<file path="src/rtl/cpu_pkg.sv">
// Opcode, phase and FSM-state definitions shared by the CPU sequencer and the instruction decoder.
package cpu_pkg;

  localparam int OPC_W = 4;

  localparam logic [OPC_W-1:0] OP_STA = 4'b0000;
  localparam logic [OPC_W-1:0] OP_JMP = 4'b0001;
  localparam logic [OPC_W-1:0] OP_STP = 4'b0010;
  localparam logic [OPC_W-1:0] OP_LDA = 4'b0011;
  localparam logic [OPC_W-1:0] OP_JMS = 4'b0100;
  localparam logic [OPC_W-1:0] OP_BBL = 4'b0101;
  localparam logic [OPC_W-1:0] OP_JEQ = 4'b0110;
  localparam logic [OPC_W-1:0] OP_MUL = 4'b1101;
  localparam logic [OPC_W-1:0] OP_LDR = 4'b1110;

  localparam logic [3:0] PH_NONE  = 4'b0000;
  localparam logic [3:0] PH_FETCH = 4'b0001;
  localparam logic [3:0] PH_EXEC1 = 4'b0010;
  localparam logic [3:0] PH_EXEC2 = 4'b0100;
  localparam logic [3:0] PH_EXEC3 = 4'b1000;

  typedef enum logic [2:0] {
    ST_IDLE  = 3'd0,
    ST_FETCH = 3'd1,
    ST_EXEC1 = 3'd2,
    ST_EXEC2 = 3'd3,
    ST_EXEC3 = 3'd4
  } seq_state_e;

  // Instructions that need a third phase.
  function automatic logic op_is_ext(input logic [OPC_W-1:0] op);
    return (op == OP_LDA) || (op == OP_LDR) || (op == OP_MUL);
  endfunction

  // Instructions that need a fourth phase.
  function automatic logic op_is_long(input logic [OPC_W-1:0] op);
    return op == OP_MUL;
  endfunction

endpackage

</file>
<file path="src/rtl/seq_step_edge.sv">
// Rising-edge detector for a level-type single-step request.
module seq_step_edge (
  input  logic clk,
  input  logic reset,
  input  logic step_i,
  output logic rise_o
);

  logic prev_q;

  always_ff @(posedge clk or posedge reset) begin
    if (reset) prev_q <= 1'b0;
    else       prev_q <= step_i;
  end

  assign rise_o = step_i & ~prev_q;

endmodule

</file>
<file path="src/rtl/cpu_sequencer.sv">
// Phase controller: one-hot fetch/exec phases, instruction register, run/halt/single-step.
// Optional perf counters (retired_cnt, stall_cnt) when CPU_SEQ_PERF_EN is defined.
module cpu_sequencer
  import cpu_pkg::*;
#(
  parameter int OPW       = 4,
  parameter bit STEP_SYNC = 1'b1
) (
  input  logic           clk,
  input  logic           reset,
  input  logic           run,
  input  logic           step,
  input  logic           mem_ready,
  input  logic [OPW-1:0] instr_in,
  output logic [3:0]     state,
  output logic [OPW-1:0] inst,
  output logic           halted,
`ifdef CPU_SEQ_PERF_EN
  output logic [15:0]    retired_cnt,
  output logic [15:0]    stall_cnt,
`endif
  output logic           instr_done
);

  seq_state_e     fsm_q, fsm_d;
  logic [OPW-1:0] ir_q, ir_d;
  logic           single_q, single_d;
  logic           step_ev;
  logic           adv;
  logic           last;
  logic           ext, long_op;
  logic [3:0]     phase;

  generate
    if (STEP_SYNC) begin : g_step_sync
      seq_step_edge u_edge (
        .clk    (clk),
        .reset  (reset),
        .step_i (step),
        .rise_o (step_ev)
      );
    end else begin : g_step_pulse
      assign step_ev = step;
    end
  endgenerate

  assign adv     = mem_ready;
  assign ext     = op_is_ext(OPC_W'(ir_q));
  assign long_op = op_is_long(OPC_W'(ir_q));

  always_ff @(posedge clk or posedge reset) begin
    if (reset) begin
      fsm_q    <= ST_IDLE;
      ir_q     <= '0;
      single_q <= 1'b0;
    end else begin
      fsm_q    <= fsm_d;
      ir_q     <= ir_d;
      single_q <= single_d;
    end
  end

  always_comb begin
    fsm_d    = fsm_q;
    ir_d     = ir_q;
    single_d = single_q;
    last     = 1'b0;
    phase    = PH_NONE;
    case (fsm_q)
      ST_IDLE: begin
        // run has priority; a simultaneous step does not arm single-shot
        if (run) begin
          fsm_d    = ST_FETCH;
          single_d = 1'b0;
        end else if (step_ev) begin
          fsm_d    = ST_FETCH;
          single_d = 1'b1;
        end
      end
      ST_FETCH: begin
        phase = PH_FETCH;
        if (adv) begin
          ir_d  = instr_in;
          fsm_d = ST_EXEC1;
        end
      end
      ST_EXEC1: begin
        phase = PH_EXEC1;
        if (adv) begin
          if (ext) fsm_d = ST_EXEC2;
          else     last  = 1'b1;
        end
      end
      ST_EXEC2: begin
        phase = PH_EXEC2;
        if (adv) begin
          if (long_op) fsm_d = ST_EXEC3;
          else         last  = 1'b1;
        end
      end
      ST_EXEC3: begin
        phase = PH_EXEC3;
        if (adv) last = 1'b1;
      end
      default: fsm_d = ST_IDLE;
    endcase
    // run is only consulted at an instruction boundary, so nothing is truncated
    if (last) begin
      if (single_q || !run) begin
        fsm_d    = ST_IDLE;
        single_d = 1'b0;
      end else begin
        fsm_d = ST_FETCH;
      end
    end
  end

  assign state      = phase & {4{adv}};
  assign inst       = ir_q;
  assign halted     = (fsm_q == ST_IDLE);
  assign instr_done = last;

`ifdef CPU_SEQ_PERF_EN
  logic [15:0] retired_q, stall_q;

  always_ff @(posedge clk or posedge reset) begin
    if (reset) begin
      retired_q <= '0;
      stall_q   <= '0;
    end else begin
      if (last && retired_q != 16'hFFFF)
        retired_q <= retired_q + 16'd1;
      if (fsm_q != ST_IDLE && !mem_ready && stall_q != 16'hFFFF)
        stall_q <= stall_q + 16'd1;
    end
  end

  assign retired_cnt = retired_q;
  assign stall_cnt   = stall_q;
`endif

endmodule

</file>
<file path="config.mk">
export PLATFORM = sky130hd
export DESIGN_NAME = cpu_sequencer
export DESIGN_NICKNAME = d
export VERILOG_FILES = /design/src/rtl/cpu_pkg.sv /design/src/rtl/seq_step_edge.sv /design/src/rtl/cpu_sequencer.sv
export SDC_FILE = /design/constraint.sdc
export NUM_CORES = 1
export LEC_CHECK = 0
export CAP_MARGIN = 20
export CORE_AREA = 3 3 40 42
export CTS_CLUSTER_SIZE = 28
export DETAILED_ROUTE_END_ITERATION = 8
export DIE_AREA = 0 0 43 45
export PLACE_DENSITY = 0.73
export SYNTH_ARGS = -nofsm -noshare
export SYNTH_HDL_FRONTEND = slang
export SYNTH_SLANG_ARGS = --single-unit
</file>
<file path="constraint.sdc">
create_clock -name clk -period 1.98 [get_ports clk]
set_input_delay 0.198 -clock clk [delete_from_list [all_inputs] [get_ports clk]]
set_output_delay 0.198 -clock clk [all_outputs]
set_load 0.01 [all_outputs]
</file>
# Yosys cells after proc, flatten, opt, wreduce, memory -nomap -nowiden
# Index checks and enable logic that the tools add are counted.
[op_classes] eq_ne=14 mux=22 n_bitwise=3 reduce_logical=7
[op_table] op="two-way mux 3 bit" count=8
[op_table] op="one-hot mux 4 bit (4 select lines)" count=1
[op_table] op="inequality test 3 bit, second input constant" count=5
[op_table] op="one-hot mux 3 bit (5 select lines)" count=1
[op_table] op="two-way mux 1 bit" count=11
[op_table] op="== test 4 bit, second input constant" count=2
[op_table] op="AND reduction 7 bit" count=1
[op_table] op="== test 3 x 2 -> 1 bit, second input constant" count=2
[op_table] op="AND 4 bit" count=1
[op_table] op="== test 4 x 2 -> 1 bit, second input constant" count=1
[op_table] op="inequality test 4 x 2 -> 1 bit, second input constant" count=1
[op_table] op="== test 3 x 1 -> 1 bit, second input constant" count=1
[op_table] op="== test 3 bit, second input constant" count=1
[op_table] op="zero test 3 bit" count=1
[op_table] op="logical OR 1 bit" count=3
[op_table] op="one-hot mux 1 bit (3 select lines)" count=1
[op_table] op="inequality test 2 bit, second input constant" count=1
[op_table] op="AND reduction 2 bit" count=1
[op_table] op="AND 1 bit" count=1
[op_table] op="zero test 1 bit" count=1
[op_table] op="NOT 1 bit" count=1
[totals] reg_bits=9 in_bits=9 out_inout_bits=10 word_cells=50

# Longest topological paths before layout
# Gate-level depths: netlist (run 1).
[logic_depth] depth_word=8 mapped_depth=6 mapped_depth_nobuf=5

# Cells and area by module
# A second synthesis (run 1) with hierarchy kept.
[hier_totals] cells_unflattened=48 area_unflattened_um2=496.7
[modules_own_cells] mod="cpu_sequencer" instances=1 cells_each=45 area_per_inst_um2=454.2 seq_area_each_um2=200.2
[modules_own_cells] mod="seq_step_edge" instances=1 cells_each=3 area_per_inst_um2=42.5 seq_area_each_um2=25.0

# Worst setup path after synthesis (run 1)
# OpenSTA, ideal clock, no wires.
[synth_path] kind="reg2reg" from="reg ir_q[2], in the netlist inst[2]" to="reg fsm_q[0]" setup_ps=124 t_arrival_ps=1611 required_ps=1856 slack_ps=245 stages_incl_launch_ff=6 path_buffers=0 synth_period_minus_slack_ps=1735 cell_sequence="dfrtp_1 -> or4b_1 -> o21ai_2 -> a21oi_2 -> a31o_4 -> a211o_1"
[synth_via] elab_chain_cells=8 word_cells_on_any_way=19 classes_between="eq/ne (10); mux (6); reduce/logical (3)"
[synth_lines] item="start, declared" line="cpu_sequencer.sv:26" text="logic [OPW-1:0] ir_q, ir_d;"
[synth_lines] item="start signal, assigned" line="cpu_sequencer.sv:58" text="ir_q <= ir_d;"
[synth_lines] item="== test 4 x 2 -> 1 bit or == test 4 bit (tied branches)" line="cpu_pkg.sv:32" text="return (op == OP_LDA) || (op == OP_LDR) || (op == OP_MUL);"
[synth_lines] item="logical OR 1 bit (2 in series)" line="cpu_pkg.sv:32"
[synth_lines] item="two-way mux 1 bit" line="cpu_sequencer.sv:90" text="if (ext) fsm_d = ST_EXEC2;"
[synth_lines] item="two-way mux 1 bit" line="cpu_sequencer.sv:89" text="if (adv) begin"
[synth_lines] item="one-hot mux 1 bit (3 select lines) (*)" line="cpu_sequencer.sv:69" text="case (fsm_q)"
[synth_lines] item="named net instr_done" line="cpu_sequencer.sv:22" text="output logic instr_done"
[synth_lines] item="inequality test 4 x 2 -> 1 bit (no line) (tied with other cells)"
[synth_lines] item="AND reduction 7 bit (no line)"
[synth_lines] item="end signal, assigned" line="cpu_sequencer.sv:57" text="fsm_q <= fsm_d;"
[synth_lines] item="end, declared" line="cpu_sequencer.sv:25" text="seq_state_e fsm_q, fsm_d;"
# The timed path passes the listed nets; every way through them passes the cells marked *.
# A chain may end at the register's enable or synchronous reset.

# Worst setup path after layout (run 1)
[layout_path] from="reg fsm_q[0]" to="out state[3]"
[layout_via] elab_chain_cells=3 word_cells_on_any_way=6 classes_between="eq/ne (4); mux (1); bitwise (1)"
[layout_lines] item="== test 3 bit (tied with other cells)" line="cpu_sequencer.sv:69"
[layout_lines] item="one-hot mux 4 bit (4 select lines) (*)" line="cpu_sequencer.sv:69"
[layout_lines] item="AND 4 bit (*)" line="cpu_sequencer.sv:118" text="assign state = phase & {4{adv}};"
[layout_lines] item="end, declared" line="cpu_sequencer.sv:15" text="output logic [3:0] state,"
# Mark *: on every way between the ends. The rest lies on a longest branch, timed or not.

==> results of run 1 <==
==> layout make-up <==
type                       count  area [um^2]
tap                           15         18.8
clock buffer                   4         26.3
multi-input combinational     33          263
inverter                       3         11.3
timing repair buffer          26          235
fill                         114          504
sequential                     9          226
==> timing repair <==
item / 4_1_cts / 5_1_grt
gates resized for setup: 4 / 2
endpoints found under the setup margin: 1 / 2
pin swaps: 1 / 0
hold buffers: 0 / 0
==> kinds of logic after synthesis <==
family	after synthesis
compound gates	11
buf+inv	5
mux	4
simple gates	18
flops	9
==> power breakdown <==
group	internal [mW]	switching, mW
Sequential	0.258	0.0617
Clock	0.0774	0.0602
Combinational	0.376	0.260
==> synth_stat cells <==
library cell	n
nand2_1	4
nor3_2	2
a211o_2	1
nor2_1	3
mux2_1	1
nor3b_1	2
a211o_1	1
nor4b_1	1
o21ai_2	1
a21oi_2	1
a31o_4	1
a211oi_1	1
nor2b_1	1
or4b_1	1
o22ai_1	1
clkbuf_8	1
and2b_1	1
nand3_1	1
a21oi_1	2
nor2b_2	1
buf_2	1
o211a_1	1
mux2_2	3
nor3_1	1
dfrtp_1	9
a211oi_2	1
inv_1	3
==> sequential cells by signal, indices dropped and copies added, names as in the netlist <==
name,flops
fsm_q,3
single_q,1
inst,4
g_step_sync.u_edge.prev_q,1
==> worst max-delay path: stages, from the launching register on <==
cell and delay, ns:
dfrtp_1 0.37, buf_4 0.17, nor2_1 0.08, nand2_1 0.07
nor2_1 0.17, clkdlybuf4s50_1 0.58
==> worst max-delay path by stage <==
| stage | from | endpoint | cells after the start | slack [ns] |
|---|---|---|---|---|
| 2_1_floorplan | inst[2] | fsm_q[0] | 5 | 0.24 |
| 3_3_place_gp | inst[2] | instr_done | 5 | 0.03 |
| 3_5_place_dp | inst[2] | instr_done | 5 | 0.03 |
| 4_1_cts | fsm_q[1] | state[2] | 4 | 0.04 |
| 5_1_grt | fsm_q[0] | instr_done | 5 | 0.003 |
| 6_report | fsm_q[0] | state[3] | 5 | 0.08 |
==> per-layer routing <==
layer  vias to the layer above  track usage, %  share of wire [%]
met5                         -               0                  0
met4                         0            10.8                2.7
met3                         3            1.20                2.3
met2                         7            19.2                 46
met1                       206            18.1                 49
li1                        226               -                  -
==> cell usage in the layout, fill, tap and decap left out <==
cell type | synthesis | routed
mux2_2 | 3 | 3
nor3_2 | 2 | 2
and2b_1 | 1 | 1
a21oi_2 | 1 | 1
nor2b_4 | 0 | 1
a31o_4 | 1 | 1
dfrtp_1 | 9 | 8
nand2_1 | 4 | 4
inv_1 | 3 | 3
buf_4 | 0 | 8
a211o_2 | 1 | 1
o211a_1 | 1 | 1
a211oi_1 | 1 | 1
nor3_1 | 1 | 1
nor2_1 | 3 | 3
a21oi_1 | 2 | 2
or4b_1 | 1 | 1
nor4b_1 | 1 | 1
nor2b_1 | 1 | 1
a211oi_2 | 1 | 1
clkdlybuf4s50_1 | 0 | 17
clkbuf_1 | 0 | 1
o21ai_2 | 1 | 1
clkbuf_4 | 0 | 3
nand3_1 | 1 | 1
dfrtp_2 | 0 | 1
o22ai_1 | 1 | 1
buf_2 | 1 | 1
nor3b_1 | 2 | 2
a211o_1 | 1 | 1
mux2_1 | 1 | 1
==> metrics.md, run 1 <==
| Metric | Value |
|---|---|
| Status | `finished, final reports clean` |
| Clk sink count | `9` |
| Antenna viol nets, final | `0` |
| Layout cells sized above 1 | `between 30% and 40%` |
| Initial core utilization | `approximately 40%` |
| Worst hold slack | `~0.19 ns` |
| Die height | `~45 um` |
| Tcrit/Tclk final | `a little over nine tenths` |
| Max frequency | `about 530 MHz` |
| Flop2flop setup slack | `around 0.18 ns` |
| Syn Inst Count | `47` |
| Core area | `1280 um^2` |
| Detailed Place HPWL | `about 860 um` |
| Placer Congestion | `about 0.76` |
| Worst Tran Pin Value | `around 0.33 ns` |
| DRC | `0` |
| Slew HR | `77.4%` |
| First-pass GRT wire length | `~1900 um` |
| Register area share after synthesis | `a little over two fifths` |
| Worst R2R Path Depth | `6` |
| Complex-gate fraction of the synthesized area | `between 15 and 20%` |
| Die width | `43 um` |
| Post-synthesis simple-gate area fraction | `22.0%` |
| Finished Cell Area | `~780 um^2` |
| Vias in the first global route | `425` |
| Largest family of logic cells by synthesized area | `simple AND/OR/NAND/NOR gates` |
| Mapped Nets | `56` |
| Dpl ws | `about 0.026 ns` |
| Final net count | `85` |
| Adder-Cell Fraction of Synth Area | `0%` |
| # rows | `13` |
| Starting DRT DRC Count | `4` |
| Max FO, Critical Path | `10` |
| CP Data Required Time | `around 1.8 ns` |
| PortBufs | `18` |
| Vias | `roughly 440` |
| Yosys top cell by area | `dfrtp_1` |
| Number of post-CTS setup repair buffers | `0` |
| Setup TNS | `0 ns` |
| Final setup vio count | `0` |
| Area delta synth->final | `52.2%` |
| Total grt overflow | `0` |
| Critical Path Sink Type | `primary output` |
| Largest net degree at the start of global routing | `11` |
| FF-to-FF End | `fsm_q[0]` |
| Ports | `19` |
| Startpoint types | `flop` |
| Routed WL | `1050 um` |
| Clk slew on worst S/H paths | `0.06 ns` |
| Yosys cell types | `27` |
| CTS root buffer | `clkbuf_4` |
| Final setup skew | `roughly 0.00094 ns` |
| Initial DRT Pass Iterations | `2` |
| Worst R2R Start | `fsm_q[0]` |
| CTS tree | `done` |
| Post-synthesis xor/xnor area fraction | `0%` |
| Placement Cell Area | `~750 um^2` |
| Core Util, Final | `about three fifths` |
| Worst Path Arrival | `between 1.5 and 2 ns` |
| Initial antenna violation count | `0` |
| Reported max-cap violation count | `0` |
| Hold Path Class | `in -> async` |
| Die area | `roughly 1900 um^2` |
| Clock Latency Late Sink | `between 0.2 and 0.3 ns` |
| Setup CP Type | `reg -> out` |
| Slew Viols, Final | `0` |
| Number of diodes | `0` |
| Final hold violation count | `0` |
| Total GRT Usage | `13.3%` |
| Final cell count without fillers | `90` |
| RSZ-0062 raised after global routing | `false` |
| Mean Syn Cell Area | `roughly 11 um^2` |
| Pwr dens | `~1400 nW/um^2` |
| Setup ws final | `just under 0.08 ns` |
| Tmin final | `~1.9 ns` |
| Mux contribution to synthesized area | `8.78%` |
| Synth area leaders | `dfrtp_1 (44%), mux2_2 (6.6%), nor3_2 (3.9%)` |
| Total of warnings raised by yosys | `0` |
| Peak supply drop | `about 740 uV` |
| Flops & latches, synth | `9` |
| WL per Instance | `approximately 12 um` |
| Total power | `around 1.1 mW` |
| Worst-case clock buffer depth | `2` |
| Placed Cells | `86` |
| Area of the mapped netlist | `513 um^2` |
| Post-synth top area share | `a little over two fifths` |
| CTS H-tree lvls | `1` |
| Vias/cell | `between 4 and 5` |
| Leakage | `about 0.35 nW` |
| Num CTS Buffers | `3` |
No activity file was read; power rests on OpenSTA's default activity.
==> run 2: changes to the inputs <==
--- a/config.mk
+++ b/config.mk
@@ -5,7 +5,6 @@
 export SDC_FILE = /design/constraint.sdc
 export NUM_CORES = 1
 export LEC_CHECK = 0
-export CAP_MARGIN = 20
 export CORE_AREA = 3 3 40 42
 export CTS_CLUSTER_SIZE = 28
 export DETAILED_ROUTE_END_ITERATION = 8
==> results of run 2 <==
No change in the layout: final DEF, timing and power equal those of run 1.
